`config.mk`:
```
export PLATFORM = sky130hd
export DESIGN_NAME = tuner_sequencer
export DESIGN_NICKNAME = d
export VERILOG_FILES = /design/src/rtl/tuner_pkg.sv /design/src/rtl/sample_mem_mux.sv /design/src/rtl/tuner_sequencer.sv
export SDC_FILE = /design/constraint.sdc
export NUM_CORES = 1
export LEC_CHECK = 0
export CORE_MARGIN = 8
export CORE_UTILIZATION = 44
export DETAILED_ROUTE_END_ITERATION = 8
export GPL_TIMING_DRIVEN = 0
export PLACE_DENSITY = 0.77
export SYNTH_ARGS = -nofsm -noshare
export SYNTH_HDL_FRONTEND = slang
export SYNTH_SLANG_ARGS = --single-unit
```
`constraint.sdc`:
```
create_clock -name clk -period 3 [get_ports clk]
set_input_delay 0.3 -clock clk [delete_from_list [all_inputs] [get_ports clk]]
set_output_delay 0.3 -clock clk [all_outputs]
set_load 0.005 [all_outputs]
```
`src/rtl/tuner_pkg.sv`:
```
// rtl/tuner_pkg.sv - shared sequencer states, RAM owner codes and default widths
package tuner_pkg;

  localparam int DEF_ADDR_W = 11;
  localparam int DEF_DATA_W = 10;

  typedef enum logic [2:0] {
    S_IDLE    = 3'd0,
    S_CAPTURE = 3'd1,
    S_FFT     = 3'd2,
    S_PEAK    = 3'd3,
    S_PUBLISH = 3'd4,
    S_GAP     = 3'd5
  } seq_state_t;

  typedef enum logic [1:0] {
    OWN_NONE = 2'd0,
    OWN_CAP  = 2'd1,
    OWN_FFT  = 2'd2,
    OWN_PK   = 2'd3
  } mem_owner_t;

  // Exactly one engine may touch the RAM, tied to the phase it runs in.
  function automatic mem_owner_t owner_of(seq_state_t s);
    case (s)
      S_CAPTURE: return OWN_CAP;
      S_FFT:     return OWN_FFT;
      S_PEAK:    return OWN_PK;
      default:   return OWN_NONE;
    endcase
  endfunction

endpackage

```
`src/rtl/sample_mem_mux.sv`:
```
// rtl/sample_mem_mux.sv - owner-selected combinational mux for the sample RAM port
module sample_mem_mux
  import tuner_pkg::*;
#(
  parameter int ADDR_W = DEF_ADDR_W,
  parameter int DATA_W = DEF_DATA_W
) (
  input  mem_owner_t        owner,
  input  logic              cap_we,
  input  logic [ADDR_W-1:0] cap_addr,
  input  logic [DATA_W-1:0] cap_wdata,
  input  logic              fft_we,
  input  logic [ADDR_W-1:0] fft_addr,
  input  logic [DATA_W-1:0] fft_wdata,
  input  logic [ADDR_W-1:0] pk_addr,
  output logic              mem_we,
  output logic [ADDR_W-1:0] mem_addr,
  output logic [DATA_W-1:0] mem_wdata
);

  always_comb begin
    mem_we    = 1'b0;
    mem_addr  = '0;
    mem_wdata = '0;
    case (owner)
      OWN_CAP: begin
        mem_we    = cap_we;
        mem_addr  = cap_addr;
        mem_wdata = cap_wdata;
      end
      OWN_FFT: begin
        mem_we    = fft_we;
        mem_addr  = fft_addr;
        mem_wdata = fft_wdata;
      end
      OWN_PK:  mem_addr = pk_addr;
      default: ;
    endcase
  end

endmodule

```
`src/rtl/tuner_sequencer.sv`:
```
// rtl/tuner_sequencer.sv - frame sequencer: capture, FFT, peak search, publish
module tuner_sequencer
  import tuner_pkg::*;
#(
  parameter int ADDR_W         = DEF_ADDR_W,
  parameter int DATA_W         = DEF_DATA_W,
  parameter int BIN_W          = 10,
  parameter int GAP_CYCLES     = 1024000,
  parameter int TIMEOUT_CYCLES = 2000000,
  parameter int CNT_W          = 32
) (
  input  logic              clk,
  input  logic              rst_n,
  input  logic              run,
  input  logic              single_shot,
  input  logic              clear_err,
  output logic              cap_start,
  input  logic              cap_done,
  input  logic              cap_we,
  input  logic [ADDR_W-1:0] cap_addr,
  input  logic [DATA_W-1:0] cap_wdata,
  output logic              fft_start,
  input  logic              fft_done,
  input  logic              fft_we,
  input  logic [ADDR_W-1:0] fft_addr,
  input  logic [DATA_W-1:0] fft_wdata,
  output logic              pk_start,
  input  logic              pk_done,
  input  logic [ADDR_W-1:0] pk_addr,
  input  logic [BIN_W-1:0]  pk_bin,
  output logic              mem_we,
  output logic [ADDR_W-1:0] mem_addr,
  output logic [DATA_W-1:0] mem_wdata,
  output logic [BIN_W-1:0]  result_bin,
  output logic              result_valid,
  output logic              busy,
  output logic              error,
  output logic [2:0]        phase
);

  localparam logic [CNT_W-1:0] TO_LAST  = CNT_W'(TIMEOUT_CYCLES - 1);
  localparam logic [CNT_W-1:0] GAP_LAST = CNT_W'(GAP_CYCLES - 1);

  seq_state_t        state_q, state_d;
  mem_owner_t        owner_q;
  logic [CNT_W-1:0]  cnt_q, cnt_d;
  logic              error_q, error_d;
  logic [BIN_W-1:0]  bin_q, bin_d;

  always_ff @(posedge clk) begin
    if (!rst_n) begin
      state_q <= S_IDLE;
      owner_q <= OWN_NONE;
      cnt_q   <= '0;
      error_q <= 1'b0;
      bin_q   <= '0;
    end else begin
      state_q <= state_d;
      owner_q <= owner_of(state_d);
      cnt_q   <= cnt_d;
      error_q <= error_d;
      bin_q   <= bin_d;
    end
  end

  always_comb begin
    state_d = state_q;
    cnt_d   = cnt_q;
    error_d = error_q;
    bin_d   = bin_q;
    case (state_q)
      S_IDLE: begin
        if (clear_err) begin
          error_d = 1'b0;
        end else if (!error_q && (run || single_shot)) begin
          state_d = S_CAPTURE;
          cnt_d   = '0;
        end
      end
      S_CAPTURE, S_FFT, S_PEAK: begin
        // Only the active engine's done counts; stray pulses are dropped here.
        if ((state_q == S_CAPTURE && cap_done) ||
            (state_q == S_FFT && fft_done) ||
            (state_q == S_PEAK && pk_done)) begin
          cnt_d = '0;
          case (state_q)
            S_CAPTURE: state_d = S_FFT;
            S_FFT:     state_d = S_PEAK;
            default: begin
              state_d = S_PUBLISH;
              bin_d   = pk_bin;
            end
          endcase
        end else if (cnt_q == TO_LAST) begin
          error_d = 1'b1;
          state_d = S_IDLE;
          cnt_d   = '0;
        end else begin
          cnt_d = cnt_q + 1'b1;
        end
      end
      S_PUBLISH: begin
        state_d = run ? S_GAP : S_IDLE;
        cnt_d   = '0;
      end
      S_GAP: begin
        if (!run) begin
          state_d = S_IDLE;
          cnt_d   = '0;
        end else if (cnt_q == GAP_LAST) begin
          state_d = S_CAPTURE;
          cnt_d   = '0;
        end else begin
          cnt_d = cnt_q + 1'b1;
        end
      end
      default: begin
        state_d = S_IDLE;
        cnt_d   = '0;
      end
    endcase
  end

  assign cap_start    = (state_q == S_CAPTURE);
  assign fft_start    = (state_q == S_FFT);
  assign pk_start     = (state_q == S_PEAK);
  assign result_valid = (state_q == S_PUBLISH);
  assign result_bin   = bin_q;
  assign busy         = (state_q != S_IDLE);
  assign error        = error_q;
  assign phase        = state_q;

  sample_mem_mux #(
    .ADDR_W(ADDR_W),
    .DATA_W(DATA_W)
  ) u_mux (
    .owner    (owner_q),
    .cap_we   (cap_we),
    .cap_addr (cap_addr),
    .cap_wdata(cap_wdata),
    .fft_we   (fft_we),
    .fft_addr (fft_addr),
    .fft_wdata(fft_wdata),
    .pk_addr  (pk_addr),
    .mem_we   (mem_we),
    .mem_addr (mem_addr),
    .mem_wdata(mem_wdata)
  );

endmodule
```
# Word level (Yosys, flattened, before mapping)
# Index checks and enable logic that the tools add are counted.
# Widths: inputs -> output; s select.
[word_totals]
reg_bits = 48
latchBits = 0
ramBits = 0
romBits = 0
inputBits = 73
output_inout_bits = 41
wordCells = 65
n_memories = 0
[classes]
n_addsub = 1
multipliers = 0
n_div = 0
order_cmp = 0
n_eq_ne = 18
n_shift = 0
n_mux = 24
n_bitwise = 1
n_reduce_logical = 16
[ops]
columns = ["cell", "count"]
rows = [
  ["$mux 32", 6],
  ["$pmux 32 s3", 1],
  ["$pmux 11 s3", 1],
  ["$add 32x1->32 const B", 1],
  ["$eq 32x20->1 const B", 1],
  ["$eq 32x21->1 const B", 1],
  ["$mux 3", 7],
  ["$pmux 10 s2", 1],
  ["$eq 3x2->1 const B", 4],
  ["$pmux 3 s4", 1],
  ["$ne 2x2->1 const B", 5],
  ["$eq 3x1->1 const B", 2],
  ["$eq 3x3->1 const B", 2],
  ["$pmux 2 s3", 1],
  ["$pmux 3 s2", 1],
  ["$eq 2x2->1 const B", 2],
  ["$logic_and 1x1->1", 4],
  ["$pmux 1 s2", 2],
  ["$reduce_and 4->1", 1],
  ["$logic_not 3->1", 1],
  ["$logic_or 1x1->1", 3],
  ["$mux 1", 3],
  ["$reduce_and 3->1", 1],
  ["$reduce_bool 3->1", 1],
  ["other kinds (7)", 7],
]

# Longest topological paths before layout
# Gate-level depths: netlist of run 1.
[logic_depth]
depth_word = 8
ltp_mapped = 8
depth_no_buf = 7

# Modules after synthesis
# From an unflattened synthesis of run 1, not the netlist that was laid out.
[hier_totals]
hier_cells = 383
hier_area_um2 = 2902.8
[by_module_without_submodules]
columns = ["module", "n_inst", "cells_per_inst", "area_per_inst_um2", "seq_area_each_um2"]
rows = [
  ["tuner_sequencer", 1, 326, 2501.1, 960.9],
  ["sample_mem_mux", 1, 57, 401.6, 0.0],
]

# Worst setup path after synthesis of run 1
# No wires, ideal clock.
[synth_path]
path_type = "flip-flop to flip-flop"
start = "reg cnt_q[0]"
end = "reg cnt_q[30]"
setup_ns = 0.121
t_arrival_ns = 1.945
t_required_ns = 2.879
path_slack_ns = 0.934
path_stages_with_launch = 9
n_path_buf = 1
cell_sequence = "dfxtp_1 > ha_1 > nand4_1 > or3_1 > buf_2 > nor3b_4 > nand4_1 > xnor2_1 > nor2b_1"
[synth_between]
elab_chain_len = 4
[synth_lines]
columns = ["element", "line_no", "text"]
rows = [
  ["start, declared", "tuner_sequencer.sv:46", "logic [CNT_W-1:0] cnt_q, cnt_d;"],
  ["start signal, assigned", "tuner_sequencer.sv:60", "cnt_q <= cnt_d;"],
  ["$add 32x1->32, or another cell as far along", "tuner_sequencer.sv:99, tuner_sequencer.sv:114", ""],
  ["$mux 32, on equally long branches", "tuner_sequencer.sv:110, tuner_sequencer.sv:94", ""],
  ["$mux 32, on equally long branches", "tuner_sequencer.sv:107, tuner_sequencer.sv:82", ""],
  ["$pmux 32 s3 *", "tuner_sequencer.sv:71", "case (state_q)"],
]
# Every way passes the cells marked *; elsewhere a longest branch is shown, timed or not.
# A chain may end at the register's enable or synchronous reset.

# Worst setup path after layout of run 1
[layout_path]
start = "reg owner_q[0]"
end = "out mem_wdata[8]"
[layout_between]
elab_chain_len = 2
[layout_lines]
columns = ["element", "line_no", "text"]
rows = [
  ["start, declared", "tuner_sequencer.sv:45", "mem_owner_t owner_q;"],
  ["start signal, assigned", "tuner_sequencer.sv:59", "owner_q <= owner_of(state_d);"],
  ["$eq 2x2->1 or $eq 2x1->1 (tied branches)", "sample_mem_mux.sv:25", "case (owner)"],
  ["$pmux 10 s2 *", "sample_mem_mux.sv:25", ""],
  ["end, declared", "tuner_sequencer.sv:33", "output logic [DATA_W-1:0] mem_wdata,"],
]
# Marked as above.

==> results of run 1 <==
## worst paths after layout
check | from | end | slack, ns
max | owner_q[0]$_SDFF_PN0_ | mem_wdata[8] | 0.53
min | result_bin[5]$_SDFFE_PN0P_ | result_bin[5]$_SDFFE_PN0P_ | 0.46
max reg2reg | cnt_q[0]$_SDFFE_PN0P_ | cnt_q[30]$_SDFFE_PN0P_ | 0.54
min reg2reg | result_bin[5]$_SDFFE_PN0P_ | result_bin[5]$_SDFFE_PN0P_ | 0.46
## layout by cell type, fill, tap and decap left out, drive strengths merged, types with 6 or more instances in the layout
cell type,count
a22oi,13
nand2,48
nor2,42
nand4,13
buf,9
nand2b,6
nor3,10
nor2b,12
inv,10
clkbuf,18
a222oi,11
dfxtp,48
o21ai,16
clkdlybuf4s50,112
nand3,12
a31oi,12
a21oi,27
## power breakdown
| part | internal [uW] | switching, uW |
|---|---|---|
| clock network | 328 | 212 |
| registers | 647 | 9.49 |
| logic | 200 | 189 |
## state kept, by name, indices dropped and copies added, names as in the netlist
signal,flops
cnt_q,32
error,1
owner_q,2
phase,3
result_bin,10
## critical path: cells and delay by family (launching register included)
family          cells  cell delay, ns
flops               1            0.33
simple gates        1            0.18
fa+ha+maj           1            0.21
compound gates      1            0.17
buf+inv             3            0.99
## cells by family after synthesis
kind of cell | synth area share (%)
AOI/OAI and AO/OA | 24.5
xor gates and xnor gates | 3.03
adders and majority gates | 2.16
buffers and inverters | 5.15
DFF | 33.2
muxes | 0.346
and+or+nand+nor | 31.6
## area by class of cell
class	instances	area share (%)
multi-input combinational	292	42.0
timing repair buffer	113	26.5
sequential	48	22.6
buffer	21	2.54
tap	77	2.27
clock buffer	5	1.62
clock inverter	2	1.42
inverter	11	0.973
## stage by stage
| step | utilization (%) | hold slack [ns] |
|---|---|---|
| 5_1_grt | 66.8 | 0.484 |
| 6_report | 66.8 | 0.464 |
| 3_3_place_gp | 64.7 | 0.441 |
| 4_1_cts | 66.8 | 0.463 |
| 3_5_place_dp | 64.7 | 0.451 |
| 2_1_floorplan | - | 0.436 |
## metal layers
metal  vias up  track usage (%)  wire (um)
met2       166             34.7       4800
met1      1513             28.2       4420
met4         0             4.73        116
met5         -                0          0
met3        12             4.13        857
li1       1612                -          -
==> metrics.cfg, run 1 <==
[detailed_routing]
dr.pass1.iters=5
drc=0
postRouteAntennaNets=0
wl_per_cell_um=17.9
wirelength_um=10200
vias=3303
dr.first_iter.drc_count=217
vias_per_cell=5.80

[clocking]
post-cts-setup-buffers=0
cts.htree.levels=2
cts_buffers=5
ctsResizeCount=0
clockBufferDepth=2
cts_tree=built
clk_pin_slew_ns=0.08
hold_buffers=0
cts-root-buf=clkbuf_8
clk_latency_ns=0.30
clock_sinks=48

[timing]
setup_violations=0
finalCriticalPeriod_ns=2.47
timing.fmax_mhz=404
tightestPinTransition_ns=0.855
rsz0062_at_grt=false
fin_crit_sh_pct=82.5
drv_slew=0
hold_viol=0
tns_ns=0
clock_skew_ns=0.00638
setup_slack_ns=0.525
slew_headroom_pct=42.4

[grt]
grt_pass1_vias=3108
grtUsageTotal_pct=21.3
grt_pass1_wl_um=17000
grt_overflow=0
antenna_found_initial=0
grt_start_max_net_pins=15

[logic_synthesis]
netlist_area_mm2=0.00289
async_reset_ff_share_pct=0
synthTopCellsByCount=48 x dfxtp_1, 47 x nand2_1, 42 x nor2_1
synth_top_cell_area_share_pct=33.2
syn_nets=450
ys_ff_latch=48
synth_area_per_cell_um2=7.78
synth_ff_type=dfxtp_1
synth_largest_area_cell=dfxtp_1
ys_seq_area_share_pct=33.2
synthesis.instances=372
synth_edf_count=0
yosys.cell_count.top_type=dfxtp_1
yosys_warnings=0
synth.distinct_cells=56
ys_top_cells_by_area=dfxtp_1 33%, nand2_1 6.1%, nor2_1 5.4%

[cells_and_area]
n_antenna_cell=0
synthToLayoutAreaGrowth_pct=46.7
fillers=539
drive_gt1_share_pct=6.10
design_area_mm2=0.00424
multi_input_area_mm2=0.00178
fin_cells=569
final_nets=570
final-seq-area_um2=961

[pwr]
power_density_mw_per_mm2=374
p_leak_uw=0.00141
peakVddDrop_uv=417
fin_total_pwr_uw=1590

[run]
maxCapViolations=0

[setup_path]
critPathSlowestCell=clkdlybuf4s50_1
required_ns=2.70
worst_ep_arrival_time_ns=2.17
crit_path_end_kind=output pin
path_cells=inv_1 > ha_1 > clkbuf_1 > a22oi_1 > nor2b_1 > clkdlybuf4s50_1
critPathKind=flop to output pin
r2r_cells=8
critPathMaxFanout=10
critPathMaxStageDelay_ns=0.53
critPathLaunchType=flop

[hold_path]
hold_path_depth=2
hold_path.class=flop to flop

[die]
die_w_um=97.1
ios=114
start_util_pct=45.6
rows=29
core-area_mm2=0.00635
die_h_um=97.1
dieArea_mm2=0.00943

[placement]
hpwlAfterDp_um=7840
gp_congestion=0.885
portBuffers=112
dp_slack_ns=0.234
dpl_cell_area_mm2=0.00411
place_inst=561

[run_status]
status=complete, no violations

Note: power is estimated with default switching activity, not from simulation.
==> run 2, diff against run 1 <==
--- a/config.mk
+++ b/config.mk
@@ -6,10 +6,10 @@
 export NUM_CORES = 1
 export LEC_CHECK = 0
 export CORE_MARGIN = 8
-export CORE_UTILIZATION = 44
+export CORE_UTILIZATION = 40
 export DETAILED_ROUTE_END_ITERATION = 8
 export GPL_TIMING_DRIVEN = 0
-export PLACE_DENSITY = 0.77
+export PLACE_DENSITY = 0.73
 export SYNTH_ARGS = -nofsm -noshare
 export SYNTH_HDL_FRONTEND = slang
 export SYNTH_SLANG_ARGS = --single-unit
==> constraint.sdc (replaced) <==
create_clock -name clk -period 2.01 [get_ports clk]
set_input_delay 0.201 -clock clk [delete_from_list [all_inputs] [get_ports clk]]
set_output_delay 0.201 -clock clk [all_outputs]
set_load 0.005 [all_outputs]
==> run 2 against run 1 <==
Compared with the run above:
- the run now ends with DRC, setup timing left
- hold slack worse by 0.059 ns
- via count is 3.9% higher
- non-clock buffer count is 15 higher
- final area is 9.9% higher
- sequential share of layout area is 1.5 points lower
- cell count is 6.7% higher
- global-route usage is 1.7 points lower
- first-iteration DRC count is 6.5% lower
- total power is 45% higher
- largest cell class unchanged
==> metrics.cfg, run 2 (same netlist as run 1, synthesis figures left out) <==
[detailed_routing]
drc=3
dr.first_iter.drc_count=203
postRouteAntennaNets=0
dr.pass1.iters=9
wirelength_um=10900
vias_per_cell=5.66
wl_per_cell_um=17.9
vias=3433

[hold_path]
worstHoldStart=rst_n
hold_path.class=primary input to flop

[timing]
slew_headroom_pct=46.6
fin_crit_sh_pct=103
setup_violations=33
clock_skew_ns=0.00738
rsz0062_at_grt=true
timing.fmax_mhz=484
finalCriticalPeriod_ns=2.07
hold_viol=0
tightestPinTransition_ns=0.793
drv_slew=0
setup_slack_ns=-0.0557

[placement]
place_inst=583
gp_congestion=0.873
dpl_cell_area_mm2=0.00414
portBuffers=112
hpwlAfterDp_um=7970

[cells_and_area]
design_area_mm2=0.00466
final_common_cell=clkdlybuf4s50_1
final_cell_mix=99 x clkdlybuf4s50_1, 45 x nand2_1, 39 x dfxtp_1
largest_reg_flops=32
final_nets=585
drive_gt1_share_pct=18.9
regMostFlops=cnt_q
final-seq-area_um2=985
fin_cells=607
n_antenna_cell=0
multi_input_area_mm2=0.00201
fillers=635
synthToLayoutAreaGrowth_pct=61.2

[setup_path]
r2r_slack_ns=-0.06
cp_top_family=simple AND/OR/NAND/NOR gates
critPathLaunchType=flop
worst-path-buf-inv=1
critPathKind=flop to flop
critPathMaxFanout=6
r2r_cells=7
crit_path_end_kind=flop
r2r-end=cnt_q[14]$_SDFFE_PN0P_
path_cells=or4b_4 > or4_4 > nand2_4 > nand3_4 > buf_6 > nand2_2 > o311ai_1
r2r-start=cnt_q[7]$_SDFFE_PN0P_
critPathMaxStageDelay_ns=0.51
worstSetupPathDepth=7
critPathLaunch=cnt_q[7]$_SDFFE_PN0P_
required_ns=2.19
worst_ep_arrival_time_ns=2.25
crit_path_end=cnt_q[14]$_SDFFE_PN0P_
critPathSlowestCell=or4b_4

[clocking]
clock_sinks=48
cts.htree.levels=2
clockBufferDepth=2
cts_buffers=5
clk_pin_slew_ns=0.08
clk_latency_ns=0.30
cts_tree=built
cts-root-buf=clkbuf_8

[run]
maxCapViolations=0

[die]
die_w_um=101
core-area_mm2=0.00714
die_h_um=101
dieArea_mm2=0.0102
rows=31
start_util_pct=40.5
ios=114

[grt]
grt_pass1_vias=3163
antenna_found_initial=0
grtUsageTotal_pct=19.6
grt_overflow=0
grt_start_max_net_pins=14
grt_pass1_wl_um=16200

[run_status]
status=finished with violations
violations=DRC, setup timing

[pwr]
p_leak_uw=0.00162
power_density_mw_per_mm2=492
peakVddDrop_uv=399

run 2: cell count changes in the layout (fill, tap and decap cells not counted), moves of 6 or more:
cell,previous run,this run
dlygate4sd2_1,0,9
clkbuf_8,5,11
dfxtp_1,48,39
clkdlybuf4s50_1,112,99
o21ai_2,0,6
o21ai_0,14,7
buf_4,0,13
run 2: worst min path at each step:
stage                                  to  cells past startpoint  slack (ns)
2_1_floorplan  result_bin[0]$_SDFFE_PN0P_                      2        0.34
3_3_place_gp   result_bin[9]$_SDFFE_PN0P_                      2        0.44
3_5_place_dp   result_bin[6]$_SDFFE_PN0P_                      2        0.45
4_1_cts             cnt_q[8]$_SDFFE_PN0P_                      3        0.38
5_1_grt            cnt_q[16]$_SDFFE_PN0P_                      3        0.42
6_report            cnt_q[8]$_SDFFE_PN0P_                      3        0.41
run 2: cell type report:
type / count / share of cell area [%]
plain buffers: 20 / 3.30
well taps: 99 / 2.66
inverters: 11 / 0.939
clock buffers: 8 / 1.93
flip-flops and latches: 48 / 21.1
multi-input cells: 292 / 43.2
repair buffers: 129 / 26.9
run 2: power breakdown:
group | internal (uW) | switching, uW | total, uW | leakage (uW)
registers | 964 | 21.6 | 986 | 0.000393
clock network | 281 | 318 | 600 | 0.0000455
logic | 374 | 337 | 711 | 0.00118
total | 1620 | 677 | 2300 | 0.00162
run 2: metrics by stage:
step	worst slack (ns)	util [%]	TNS [ns]	total power, uW	hold slack, ns
6_report	-0.0557	65.4	-0.775	2300	0.405
3_5_place_dp	-0.710	58.0	-14.67	1580	0.448
2_1_floorplan	0.0261	-	0	1290	0.337
5_1_grt	-0.127	65.4	-3.71	2390	0.423
3_3_place_gp	-0.728	58.0	-14.38	1570	0.442
4_1_cts	-0.148	63.2	-4.07	2270	0.383
run 2: worst min-delay path, delay by kind of cell:
family | cells | cell delay, ns
buf+inv | 1 | 0.25
simple gates | 1 | 0.06
compound gates | 1 | 0.16
run 2: timing repair:
item | CTS | global route
setup buffers | 11 | 4
hold buffers | 0 | 0
endpoints found under the hold margin | 0 | 0
pin swaps | 26 | 14
endpoints found under the setup margin | 56 | 49
gates resized for setup | 82 | 32
gates cloned | 2 | 0
run 2: metal layers:
metal / global-route usage (%) / up-vias / routed length (um)
li1: - / 1646 / -
met1: 23.0 / 1608 / 4440
met2: 34.5 / 165 / 5210
met3: 5.04 / 14 / 1080
met4: 4.70 / 0 / 122
met5: 0 / - / 0
